[config.mk]
export PLATFORM = sky130hd
export DESIGN_NAME = ram_arbiter
export DESIGN_NICKNAME = d
export VERILOG_FILES = /design/src/rtl/ram_arbiter.sv
export SDC_FILE = /design/constraint.sdc
export NUM_CORES = 1
export LEC_CHECK = 0
export BUFFER_PORTS_ARGS = -buffer_cell sky130_fd_sc_hd__clkbuf_2
export CAP_MARGIN = 10
export CORE_ASPECT_RATIO = 1.5
export CORE_UTILIZATION = 46
export DETAILED_ROUTE_END_ITERATION = 8
export PLACE_DENSITY = 0.86
export SLEW_MARGIN = 20
export SYNTH_ARGS = -nofsm -noshare
export SYNTH_HDL_FRONTEND = slang
export SYNTH_SLANG_ARGS = --single-unit
[constraint.sdc]
create_clock -name clk -period 3.2 [get_ports clk]
set_input_delay 0 -clock clk [delete_from_list [all_inputs] [get_ports clk]]
set_output_delay 0 -clock clk [all_outputs]
set_load 0.02 [all_outputs]
[src/rtl/ram_arbiter.sv]
// rtl/ram_arbiter.sv - work RAM arbiter between the 65C02 bus and a DMA master
// The CPU always wins in its low phase. DMA runs a req/ack handshake in the remaining cycles.
module ram_arbiter #(
  parameter int ADDR_W = 15,
  parameter int DATA_W = 8
) (
  input  logic              clk,
  input  logic              reset,
  input  logic              cpu_phase,
  input  logic              cpu_sel,
  input  logic              cpu_we,
  input  logic [ADDR_W-1:0] cpu_addr,
  input  logic [DATA_W-1:0] cpu_wdata,
  output logic [DATA_W-1:0] cpu_rdata,
  input  logic              dma_req,
  input  logic              dma_we,
  input  logic [ADDR_W-1:0] dma_addr,
  input  logic [DATA_W-1:0] dma_wdata,
  output logic              dma_ack,
  output logic [DATA_W-1:0] dma_rdata,
  output logic [7:0]        dma_wait_max,
  output logic [ADDR_W-1:0] ram_addr,
  output logic              ram_we,
  output logic [DATA_W-1:0] ram_wdata,
  input  logic [DATA_W-1:0] ram_rdata
);

  typedef enum logic {D_IDLE, D_ACK} dma_state_t;

  dma_state_t state, state_next;
  logic       cpu_grant;
  logic       dma_issue;
  logic       cpu_rd_pend;
  logic [7:0] cur_wait;

  assign cpu_grant = ~cpu_phase & cpu_sel;

  always_ff @(posedge clk) begin
    if (reset) state <= D_IDLE;
    else       state <= state_next;
  end

  always_comb begin
    state_next = state;
    dma_issue  = 1'b0;
    case (state)
      D_IDLE: begin
        if (dma_req && !cpu_grant) begin
          dma_issue  = 1'b1;
          state_next = D_ACK;
        end
      end
      D_ACK:   state_next = D_IDLE;
      default: state_next = D_IDLE;
    endcase
  end

  // Idle cycles still present the DMA address; only the write enable is withheld.
  always_comb begin
    ram_addr  = dma_addr;
    ram_wdata = dma_wdata;
    ram_we    = 1'b0;
    if (cpu_grant) begin
      ram_addr  = cpu_addr;
      ram_wdata = cpu_wdata;
      ram_we    = cpu_we;
    end else if (dma_issue) begin
      ram_we = dma_we;
    end
    if (reset) ram_we = 1'b0;
  end

  assign dma_ack   = (state == D_ACK);
  assign dma_rdata = dma_ack ? ram_rdata : '0;

  // RAM data lags its address by one cycle, so a CPU read lands one cycle after its grant.
  always_ff @(posedge clk) begin
    if (reset) begin
      cpu_rd_pend <= 1'b0;
      cpu_rdata   <= '0;
    end else begin
      cpu_rd_pend <= cpu_grant & ~cpu_we;
      if (cpu_rd_pend && !cpu_phase) cpu_rdata <= ram_rdata;
    end
  end

  always_ff @(posedge clk) begin
    if (reset) begin
      cur_wait     <= 8'd0;
      dma_wait_max <= 8'd0;
    end else begin
      if (dma_issue || !dma_req)
        cur_wait <= 8'd0;
      else if (state == D_IDLE && cpu_grant && cur_wait != 8'hff)
        cur_wait <= cur_wait + 8'd1;
      if (cur_wait > dma_wait_max) dma_wait_max <= cur_wait;
    end
  end

endmodule

; After elaboration in Yosys (flattened, before gate mapping)
; Index checks and enable logic that the tools add are counted.
[totals]
register_bits = 26
out_inout_bits = 49
elab_cells = 31
[classes]
n_lt_le_gt_ge = 1
add_sub_neg = 1
bitwise_logic = 5
muxes = 9
eq_ne = 1
n_reduce_logical = 9
[ops]
columns = operator, count
row1 = $mux W8, 2
row2 = $mux W15, 1
row3 = $add A8 B1 Y8 const B, 1
row4 = $gt A8 B8 Y1, 1
row5 = $ne A8 B8 Y1 const B, 1
row6 = $mux W1, 5
row7 = $logic_and A1 B1 Y1, 4
row8 = $logic_not A1 Y1, 3
row9 = $not A1 Y1, 3
row10 = $and A1 B1 Y1, 2
row11 = $pmux W1 S2, 1
row12 = $reduce_or A2 Y1, 1
row13 = $logic_or A1 B1 Y1, 1

; Depth between registers and ports, before layout
; Gate-level depths: netlist of run 1.
[depth]
word_depth = 9
ltp_mapped = 8

; Worst setup path after synthesis of run 1
; Ideal clock, no wire load.
[synth_path]
path_type = reg2reg
from = reg dma_wait_max[1]
to = reg dma_wait_max[6]
arrival_ns = 1.783
path_slack_ns = 1.295
t_required_ns = 3.078
path_stages_with_launch = 9
synth_period_minus_slack_ns = 1.905
path_cell_list = dfxtp_1 > inv_1 > ha_1 > nor2b_1 > o21ba_2 > buf_2 > o211ai_1 > a21oi_1 > a221o_1
[synth_via]
elab_chain_len = 1
[synth_rtl]
columns = element, line
row1 = "start, declared", 21  ; output logic [7:0] dma_wait_max,
row2 = "start signal, assigned", 96  ; if (cur_wait > dma_wait_max) dma_wait_max <= cur_wait;
row3 = $gt A8 B8 Y1, 96
; Every way passes these cells.
; A chain may end at the register's enable or synchronous reset.

; Worst setup path in the final report of run 1
[layout_path]
from = reg dma_wait_max[6]
to = reg dma_wait_max[6]
; Same word-level chain as after synthesis.

==> run_results.csv, run 1 <==
group,metric,value,unit
drt,postRouteAntennaNets,0,
final_layout,final_layout_size_suffix_gt1_frac,0.485,
clock_tree,cts.clk_slew.worst_paths,90,ps
final_layout,fin_nets,368,
flow_run,maxCapViolCount,0,
setup_path,critPathLaunchType,"flip-flop",
outcome,status,"finished, final reports clean",
timing,max_slew_margin,0.403,
die,core_area,3650,sq um
synthesis,synth_nets,256,
global_routing,grt_pass1_wl,8160,um
global_routing,grt_usage,0.263,
synthesis,yosysSeqAreaShare,0.299,
clock_tree,cts_max_level,1,
drt,wl_per_cell,15.6,um
placement,hpwlAfterDp,3950,um
timing,finalSetupViolCount,0,
global_routing,grt_max_degree,24,
power,vdd_drop_max,0.356,mV
final_layout,antenna_cells,0,
drt,vias_per_cell,5.57,
die,initial_core_util,0.477,
placement,dp.cells,330,
setup_path,crit_path_top_delay_cell,"a41oi_1",
timing,fin_crit_sh,0.680,
setup_path,path_cells,"inv_1 > ha_1 > nand4_1 > a41oi_1 > o211ai_1 > a21oi_1 > a221o_1",
setup_path,cp_top_family,"compound AO/OA/AOI/OAI gates",
clock_tree,cts_buffers,3,
clock_tree,clock_latency,270,ps
drt,dr.pass1.iters,4,
synthesis,synth_area,1740,sq um
synthesis,synthDistinctLibCells,37,
setup_path,worst-r2r-cell-count,7,
setup_path,arrival,2390,ps
final_layout,finalNonFillerCells,340,
synthesis,ys_ff_latch,26,
synthesis,syn_inst,186,
drt,wl,5300,um
setup_path,crit_path_max_incr_delay,640,ps
setup_path,endpoint_kind,"flip-flop",
setup_path,ff2ff_setup_slack,1020,ps
global_routing,antenna_found_initial,0,
power,p_seq_frac,0.426,
drt,vias,1895,
drt,drt_iter0_markers,64,
clock_tree,cts_root_buffer,"clkbuf_8",
clock_tree,cts_tree,"built",
clock_tree,cts_buffer_depth,2,
setup_path,crit_type,"reg2reg",
synthesis,synthArstFlopShare,0,
power,p_sw,0.199,mW
worst_hold_path,min_path_cells,3,
clock_tree,clock_sinks,26,
worst_hold_path,min-delay-path-class,"in2reg",
final_layout,fin_area,2420,sq um
global_routing,grt_pass1_vias,1803,
setup_path,path_buf_inv,1,
timing,finalCriticalPeriod,2180,ps
synthesis,synth-warning-count,0,
synthesis,synth_edf_count,0,
setup_path,cp.depth,7,
synthesis,synth_top_area_frac,0.299,
synthesis,synth_flop_cell,"dfxtp_1",
die,dieArea,4040,sq um
power,p_int,0.573,mW
placement,place_congestion,0.820,
clock_tree,postCtsSetupBuffers,0,
die,io_pins,110,
timing,max_freq,0.460,GHz
timing,fin_tns_setup,0,ps
timing,hold_violations,0,
power,switching_share,0.258,
placement,portBuffers,109,
final_layout,layout_commonest_cell,"clkbuf_2",
drt,drc,0,
timing,slew_violations,0,
power,p_clk_frac,0.353,
synthesis,avgSynthCellArea,9.36,sq um
die,rows,27,
die,die_w,52.2,um
die,die_h,77.4,um
placement,place_area,2290,sq um
timing,rsz0062_at_grt,"false",
power,p_per_area,318,nW/um^2
setup_path,crit_required,3420,ps
timing,finClkSkew,1.19,ps
power,p_comb_frac,0.221,
global_routing,overflow,0,
power,p_leak,1.10,nW
timing,worstMarginPinSlew,894,ps
final_layout,syn_to_final_growth,39.2,%
setup_path,crit_fanout,8,
final_layout,layout_common_cells,"109 x clkbuf_2, 26 x dfxtp_1, 23 x mux2_2, 13 x nor2_1, 13 x a21oi_1",
synthesis,synth_top_cell_by_area,"dfxtp_1",
synthesis,synth_area_leaders,"dfxtp_1 30%, mux2_2 15%, ha_1 6.5%",
==> stage by stage <==
stage	util	hold slack, ps	power (mW)	worst slack, ps
3_3_place_gp	0.629	196	0.496	1280
3_5_place_dp	0.629	184	0.499	1160
5_1_grt	0.665	0.113	0.798	879
4_1_cts	0.665	5.06	0.773	1050
2_1_floorplan	-	76.1	0.430	1290
6_report	0.665	3.44	0.771	1020
==> power groups by stage <==
stage                     clock network (mW)  logic [mW]  registers [mW]
after floorplan                            0      0.0933           0.337
after global placement                     0       0.160           0.336
after detailed placement                   0       0.163           0.336
after CTS                              0.275       0.169           0.328
after global routing                   0.287       0.183           0.329
final                                  0.272       0.171           0.329
==> synth_stat cells (5+ instances only) <==
cell type,number
a21oi_1,13
a221o_1,8
and2_1,8
buf_2,5
dfxtp_1,26
ha_1,9
inv_1,12
mux2_2,23
mux2i_1,9
nand2_1,5
nand4_1,9
nor2_1,13
o211ai_1,9
==> per-layer routing <==
metal	routed length, um	global-route usage	vias to the layer above
li1	-	-	915
met1	1980	0.301	870
met2	2730	0.441	93
met3	391	0.0549	17
met4	205	0.139	0
met5	0	0	-
==> final cells by class <==
cell class / count / area, sq um
clock buffer: 3 / 41.3
clock inverter: 1 / 30.0
fill: 296 / 1220
inverter: 12 / 45.0
multi-input combinational: 139 / 1120
sequential: 26 / 520
tap: 43 / 53.8
timing repair buffer: 116 / 613
==> state kept, by name, indices dropped and copies added, names as in the netlist <==
| name | count |
|---|---|
| cpu_rdata | 8 |
| cur_wait | 8 |
| dma_wait_max | 8 |
| cpu_rd_pend | 1 |
| dma_ack | 1 |
==> repair_timing <==
action                    4_1_cts  5_1_grt
hold endpoints to repair        6        0
resized for setup               0        0
hold buffers                    6        0
==> kinds of logic after synthesis <==
logic type / count (synthesis) / synth area share
AO/OA/AOI/OAI: 42 / 0.190
XOR/XNOR: 4 / 0.0201
adder cells (fa/ha/maj): 9 / 0.0647
multiplexers: 32 / 0.200
buffers and inverters: 21 / 0.0575
AND/OR/NAND/NOR: 52 / 0.169
flip-flops: 26 / 0.299
==> worst min-delay path: cells and delay by family <==
family	cells	cell delay [ps]
muxes	1	70
buffers and inverters	1	110
and+or+nand+nor	1	70
==> final timing paths <==
path	from	end
setup reg to reg	dma_wait_max[6]	dma_wait_max[6]
hold reg to reg	cpu_rdata[0]	cpu_rdata[0]
hold / removal	ram_rdata[0]	cpu_rdata[0]
setup / recovery	dma_wait_max[6]	dma_wait_max[6]
(Power assumes the default switching activity.)
==> run 2: changes to the inputs <==
- ABC_AREA: not set -> 1
- CORE_UTILIZATION: 46 -> 38
- PLACE_DENSITY: 0.86 -> 0.76
- clock period: 3.2 -> 1.74 ns (I/O delays scaled with it)
==> run 2 against run 1 <==
Compared with the run above: hold slack got worse by 6.9 ps; via count increased by 12%; total power increased to 3.7 times the previous value; synthesized cell count increased by 49%; final cell count increased by 31%; die area increased by 17%; clock power increased by 91%; wire length decreased by 4.9%; sequential power increased by 130%; core utilization decreased by 8.4 points; global-route usage decreased by 4.0 points; largest power group is now combinational logic; the flow now finishes with violations (hold timing); sequential share of layout area decreased by 0.30 points.
==> run_results.csv, run 2 <==
group,metric,value,unit
final_layout,fin_nets,469,
clock_tree,clock_latency,280,ps
setup_path,critPathLaunchType,"flip-flop",
synthesis,yosys.area_share.simple,0.416,
final_layout,layout_common_cells,"112 x nand2_1, 109 x clkbuf_2, 35 x inv_1, 30 x nor2_1, 25 x dfxtp_1",
drt,drt_iter0_markers,85,
global_routing,antenna_found_initial,0,
clock_tree,clock_sinks,26,
synthesis,syn_inst,278,
synthesis,synth_most_common_cell,"nand2_1",
die,core_area,4250,sq um
synthesis,synth_area,1690,sq um
outcome,status,"finished with violations",
placement,portBuffers,109,
synthesis,synthDistinctLibCells,24,
setup_path,endpoint_kind,"flip-flop",
final_layout,nFillCells,423,
timing,rsz0062_at_grt,"false",
global_routing,grt_usage,0.223,
setup_path,crit_required,1930,ps
die,die_h,83.7,um
global_routing,overflow,0,
synthesis,muxShareOfSynthArea,0,
timing,fin_tns_setup,0,ps
timing,holdWs,-3.45,ps
flow_run,maxCapViolCount,0,
die,io_pins,110,
worst_hold_path,min-delay-path-class,"in2reg",
synthesis,ys_top_cells_by_count,"112 x nand2_1, 35 x inv_1, 31 x nor2_1",
drt,wl,5040,um
final_layout,antenna_cells,0,
timing,fin_crit_sh,0.911,
synthesis,synth_nets,348,
synthesis,avgSynthCellArea,6.08,sq um
die,dieArea,4720,sq um
clock_tree,cts_max_level,1,
synthesis,synth_flop_cell,"dfxtp_1",
clock_tree,cts_root_buffer,"clkbuf_8",
placement,hpwlAfterDp,4040,um
timing,slew_violations,0,
outcome,violations,"hold timing",
final_layout,layout_commonest_cell,"nand2_1",
power,vdd_drop_max,1.24,mV
global_routing,grt_pass1_wl,8440,um
final_layout,reg_top3,"cpu_rdata x8, cur_wait x8, dma_wait_max x8",
clock_tree,cts.clk_slew.worst_paths,100,ps
drt,postRouteAntennaNets,0,
die,initial_core_util,0.398,
clock_tree,cts_buffers,3,
setup_path,arrival,1770,ps
setup_path,crit_fanout,10,
synthesis,yosysSeqAreaShare,0.308,
synthesis,synth_edf_count,0,
synthesis,synth_xor_area_frac,0.0156,
clock_tree,cts_buffer_depth,2,
synthesis,synthArstFlopShare,0,
timing,finalCriticalPeriod,1590,ps
timing,hold_violations,1,
synthesis,synth_adder_area_share,0.0667,
drt,dr.pass1.iters,4,
setup_path,ff2ff_setup_slack,150,ps
placement,place_congestion,0.899,
timing,max_slew_margin,0.673,
clock_tree,cts_tree,"built",
timing,max_freq,0.631,GHz
setup_path,crit_type,"reg2reg",
power,p_per_area,1150,nW/um^2
drt,vias_per_cell,4.77,
die,die_w,56.4,um
final_layout,final_layout_size_suffix_gt1_frac,0.327,
final_layout,syn_to_final_growth,45.9,%
global_routing,grt_max_degree,18,
synthesis,synth-warning-count,0,
timing,timing.final.ws_setup,154,ps
synthesis,synth_area_leaders,"dfxtp_1 31%, nand2_1 25%, inv_1 7.8%",
die,rows,29,
timing,worstMarginPinSlew,490,ps
synthesis,synth_top_family_by_area,"simple AND/OR/NAND/NOR gates",
drt,wl_per_cell,11.4,um
synthesis,ys_ff_latch,26,
placement,pre_cts_slack,144,ps
drt,drc,0,
power,p_leak,1.46,nW
synthesis,synth_compound_area_frac,0.0904,
synthesis,synth_top_cell_by_area,"dfxtp_1",
timing,finClkSkew,5.90,ps
drt,vias,2118,
timing,finalSetupViolCount,0,
global_routing,grt_pass1_vias,1947,
synthesis,synth_top_area_frac,0.308,
run 2: changes by cell type after synthesis, sizes merged, moves of 7 or more:
cell	before	now
nand2	5	117
inv	12	35
mux2	23	0
nor2	14	33
mux2i	9	0
nand3	3	12
o211ai	9	0
a221o	8	0
and2	8	0
nand4	9	2
o21ai	3	10
run 2: kinds of logic (layout without fill, tap and decap cells):
| logic type | Yosys count | in the layout |
|---|---|---|
| compound gates | 29 | 29 |
| buf+inv | 43 | 163 |
| flops | 26 | 26 |
| xor+xnor | 3 | 3 |
| fa+ha+maj | 9 | 9 |
| simple gates | 168 | 168 |
run 2: area by class of cell:
| type | count | area (sq um) | area share |
|---|---|---|---|
| inverters | 35 | 131 | 0.0533 |
| well taps | 46 | 57.6 | 0.0234 |
| flip-flops and latches | 26 | 522 | 0.212 |
| clock inverters | 1 | 30.0 | 0.0122 |
| repair buffers | 124 | 681 | 0.276 |
| multi-input cells | 209 | 1000 | 0.407 |
| clock buffers | 3 | 41.3 | 0.0168 |
run 2: through the flow:
stage	cell area, sq um	hold slack [ps]	power, mW	util	instances
floorplan	1690	76.8	1.88	-	278
global placement	2290	189	2.24	0.541	431
detailed placement	2290	193	2.29	0.541	431
CTS	2460	1.23	2.82	0.579	444
global route	2460	23.8	3.09	0.581	444
finish	2460	-3.45	2.85	0.581	444
run 2: layer usage:
layer / vias to the layer above / track usage / part of all wire
met5: - / 0 / 0
met3: 11 / 0.0279 / 0.065
met4: 0 / 0.0776 / 0.022
li1: 1096 / - / -
met1: 915 / 0.272 / 0.42
met2: 96 / 0.393 / 0.50
run 2: critical path: stages (launching register included):
cell,delay (ps)
dfxtp_1,360
inv_1,50
ha_1,310
nand2_1,90
nor2_2,140
nand4_2,130
buf_4,200
a21oi_1,140
nor2_1,60
run 2: path summary, 6_finish.rpt:
check | start | to | depth (start not counted)
setup / recovery | dma_wait_max[7] | dma_wait_max[1] | 8
hold / removal | ram_rdata[0] | cpu_rdata[0] | 3
setup reg to reg | dma_wait_max[7] | dma_wait_max[1] | 8
hold reg to reg | cpu_rdata[0] | cpu_rdata[0] | 2
run 2: power breakdown:
group | leakage [nW] | switching, mW | internal, mW | total [mW]
Combinational | 1.21 | 0.966 | 0.596 | 1.56
Sequential | 0.212 | 0.0678 | 0.698 | 0.766
Clock | 0.0357 | 0.210 | 0.309 | 0.519
run 2: what timing repair did:
action | 4_1_cts | 5_1_grt
endpoints found under the setup margin | 0 | 8
setup buffers | 0 | 0
resized for setup | 0 | 3
hold buffers | 9 | 0
endpoints found under the hold margin | 7 | 0
==> run 3: changes to the inputs <==
- CORE_ASPECT_RATIO: 1.5 -> 0.9
- SLEW_MARGIN: 20 -> not set
==> run 3 against run 2 <==
Compared with the run above: the run now ends clean; cell area fell by 1.8%; maximum frequency rose by 1.1%; clock skew fell by 5.0 ps; highest routed layer unchanged; non-clock buffer count fell by 6; register-to-register slack improved by 20 ps; core utilization rose by 0.19 points; via count fell by 7.8%; setup slack improved by 18 ps; clock-buffer cell count did not move; die area fell by 0.11%.
==> run_results.csv, run 3 (synthesized netlist as in run 2, its figures left out) <==
group,metric,value,unit
timing,finalCriticalPeriod,1570,ps
setup_path,cp-startpoint,"dma_wait_max[7]",
setup_path,crit_type,"reg2reg",
final_layout,register_area,520,sq um
placement,dp.cells,444,
final_layout,layout_commonest_cell,"nand2_1",
timing,holdWs,5.22,ps
flow_run,maxCapViolCount,0,
placement,hpwlAfterDp,3650,um
final_layout,syn_to_final_growth,43.3,%
global_routing,overflow,0,
clock_tree,cts_buffers,3,
setup_path,reg2reg_from,"dma_wait_max[7]",
final_layout,nFillCells,405,
die,initial_core_util,0.406,
clock_tree,clock_sinks,26,
clock_tree,cts_root_buffer,"clkbuf_8",
drt,vias,1953,
power,p_int,1.55,mW
timing,max_slew_margin,0.679,
die,io_pins,110,
die,rows,22,
final_layout,finalNonFillerCells,452,
setup_path,critPathLaunchType,"flip-flop",
final_layout,reg_top3,"cpu_rdata x8, cur_wait x8, dma_wait_max x8",
outcome,status,"finished, final reports clean",
die,dieArea,4720,sq um
placement,place_congestion,0.794,
setup_path,arrival,1740,ps
drt,drc,0,
die,die_h,65.3,um
die,die_w,72.3,um
drt,dr.pass1.iters,4,
power,power,2.75,mW
clock_tree,clock_latency,270,ps
drt,wl,4440,um
drt,postRouteAntennaNets,0,
power,switching_share,0.436,
drt,vias_per_cell,4.32,
global_routing,grt_max_degree,25,
power,p_sw,1.20,mW
global_routing,grt_pass1_vias,1832,
worst_hold_path,min-delay-path-class,"in2reg",
timing,fin_crit_sh,0.901,
placement,place_area,2300,sq um
global_routing,antenna_found_initial,0,
timing,max_freq,0.638,GHz
power,p_comb_frac,0.540,
final_layout,layout_common_cells,"112 x nand2_1, 109 x clkbuf_2, 35 x inv_1, 31 x nor2_1, 26 x dfxtp_1",
final_layout,antenna_cells,0,
global_routing,grt_pass1_wl,7560,um
final_layout,final_layout_size_suffix_gt1_frac,0.324,
placement,portBuffers,109,
final_layout,post-route-util,0.582,
timing,worstMarginPinSlew,481,ps
timing,fin_tns_setup,0,ps
drt,drt_iter0_markers,94,
clock_tree,cts_buffer_depth,2,
final_layout,fin_nets,463,
power,p_seq_frac,0.278,
clock_tree,cts_tree,"built",
timing,finalSetupViolCount,0,
drt,wl_per_cell,9.81,um
clock_tree,cts.clk_slew.worst_paths,90,ps
final_layout,multi_input_area,1000,sq um
setup_path,endpoint_kind,"flip-flop",
timing,hold_violations,0,
timing,finClkSkew,0.896,ps
power,p_clk_frac,0.182,
timing,timing.final.ws_setup,172,ps
power,vdd_drop_max,0.478,mV
global_routing,grt_usage,0.198,
placement,pre_cts_slack,160,ps
final_layout,fin_area,2420,sq um
timing,rsz0062_at_grt,"false",
die,core_area,4160,sq um
power,p_leak,1.43,nW
power,p_per_area,1140,nW/um^2
timing,slew_violations,0,
setup_path,crit_fanout,16,
clock_tree,cts_max_level,1,
setup_path,crit_required,1910,ps
worst_hold_path,hold_start,"ram_rdata[0]",
[run 3: timing repair]
item | 4_1_cts | 5_1_grt
hold buffers | 4 | 0
endpoints found under the hold margin | 3 | 0
resized for setup | 0 | 1
buffers inserted | 0 | 0
setup endpoints to repair | 0 | 8
[run 3: final timing paths]
| check | end | slack, ps | depth (start not counted) |
|---|---|---|---|
| worst min register to register | cpu_rdata[2] | 490 | 2 |
| worst max-delay path | dma_wait_max[7] | 170 | 7 |
| worst min-delay path | cpu_rdata[0] | 5 | 3 |
| worst max register to register | dma_wait_max[7] | 170 | 7 |
[run 3: power groups by stage]
stage	Clock, mW	Combinational, mW	Sequential [mW]
global placement	0	1.42	0.774
CTS	0.512	1.47	0.768
floorplan	0	1.00	0.877
global route	0.536	1.70	0.784
finish	0.501	1.48	0.766
detailed placement	0	1.46	0.782
[run 3: worst max-delay path, cell delays in order (launching register included)]
cell	delay [ps]
dfxtp_1	360
inv_1	60
ha_1	310
a21o_1	190
nor2_1	180
nand2_4	150
a21oi_1	170
nor2_1	60
[run 3: metal layers]
| layer | GRT usage | share of wire | up-vias |
|---|---|---|---|
| li1 | - | - | 1086 |
| met1 | 0.231 | 0.46 | 802 |
| met5 | 0 | 0 | - |
| met2 | 0.387 | 0.49 | 63 |
| met4 | 0.0637 | 0.0063 | 0 |
| met3 | 0.00767 | 0.039 | 2 |
[run 3: layout make-up]
type	instances	share of cell area
multi-input combinational	209	0.413
timing repair buffer	118	0.257
sequential	26	0.215
inverter	35	0.0543
tap	60	0.0310
clock buffer	3	0.0171
clock inverter	1	0.0124
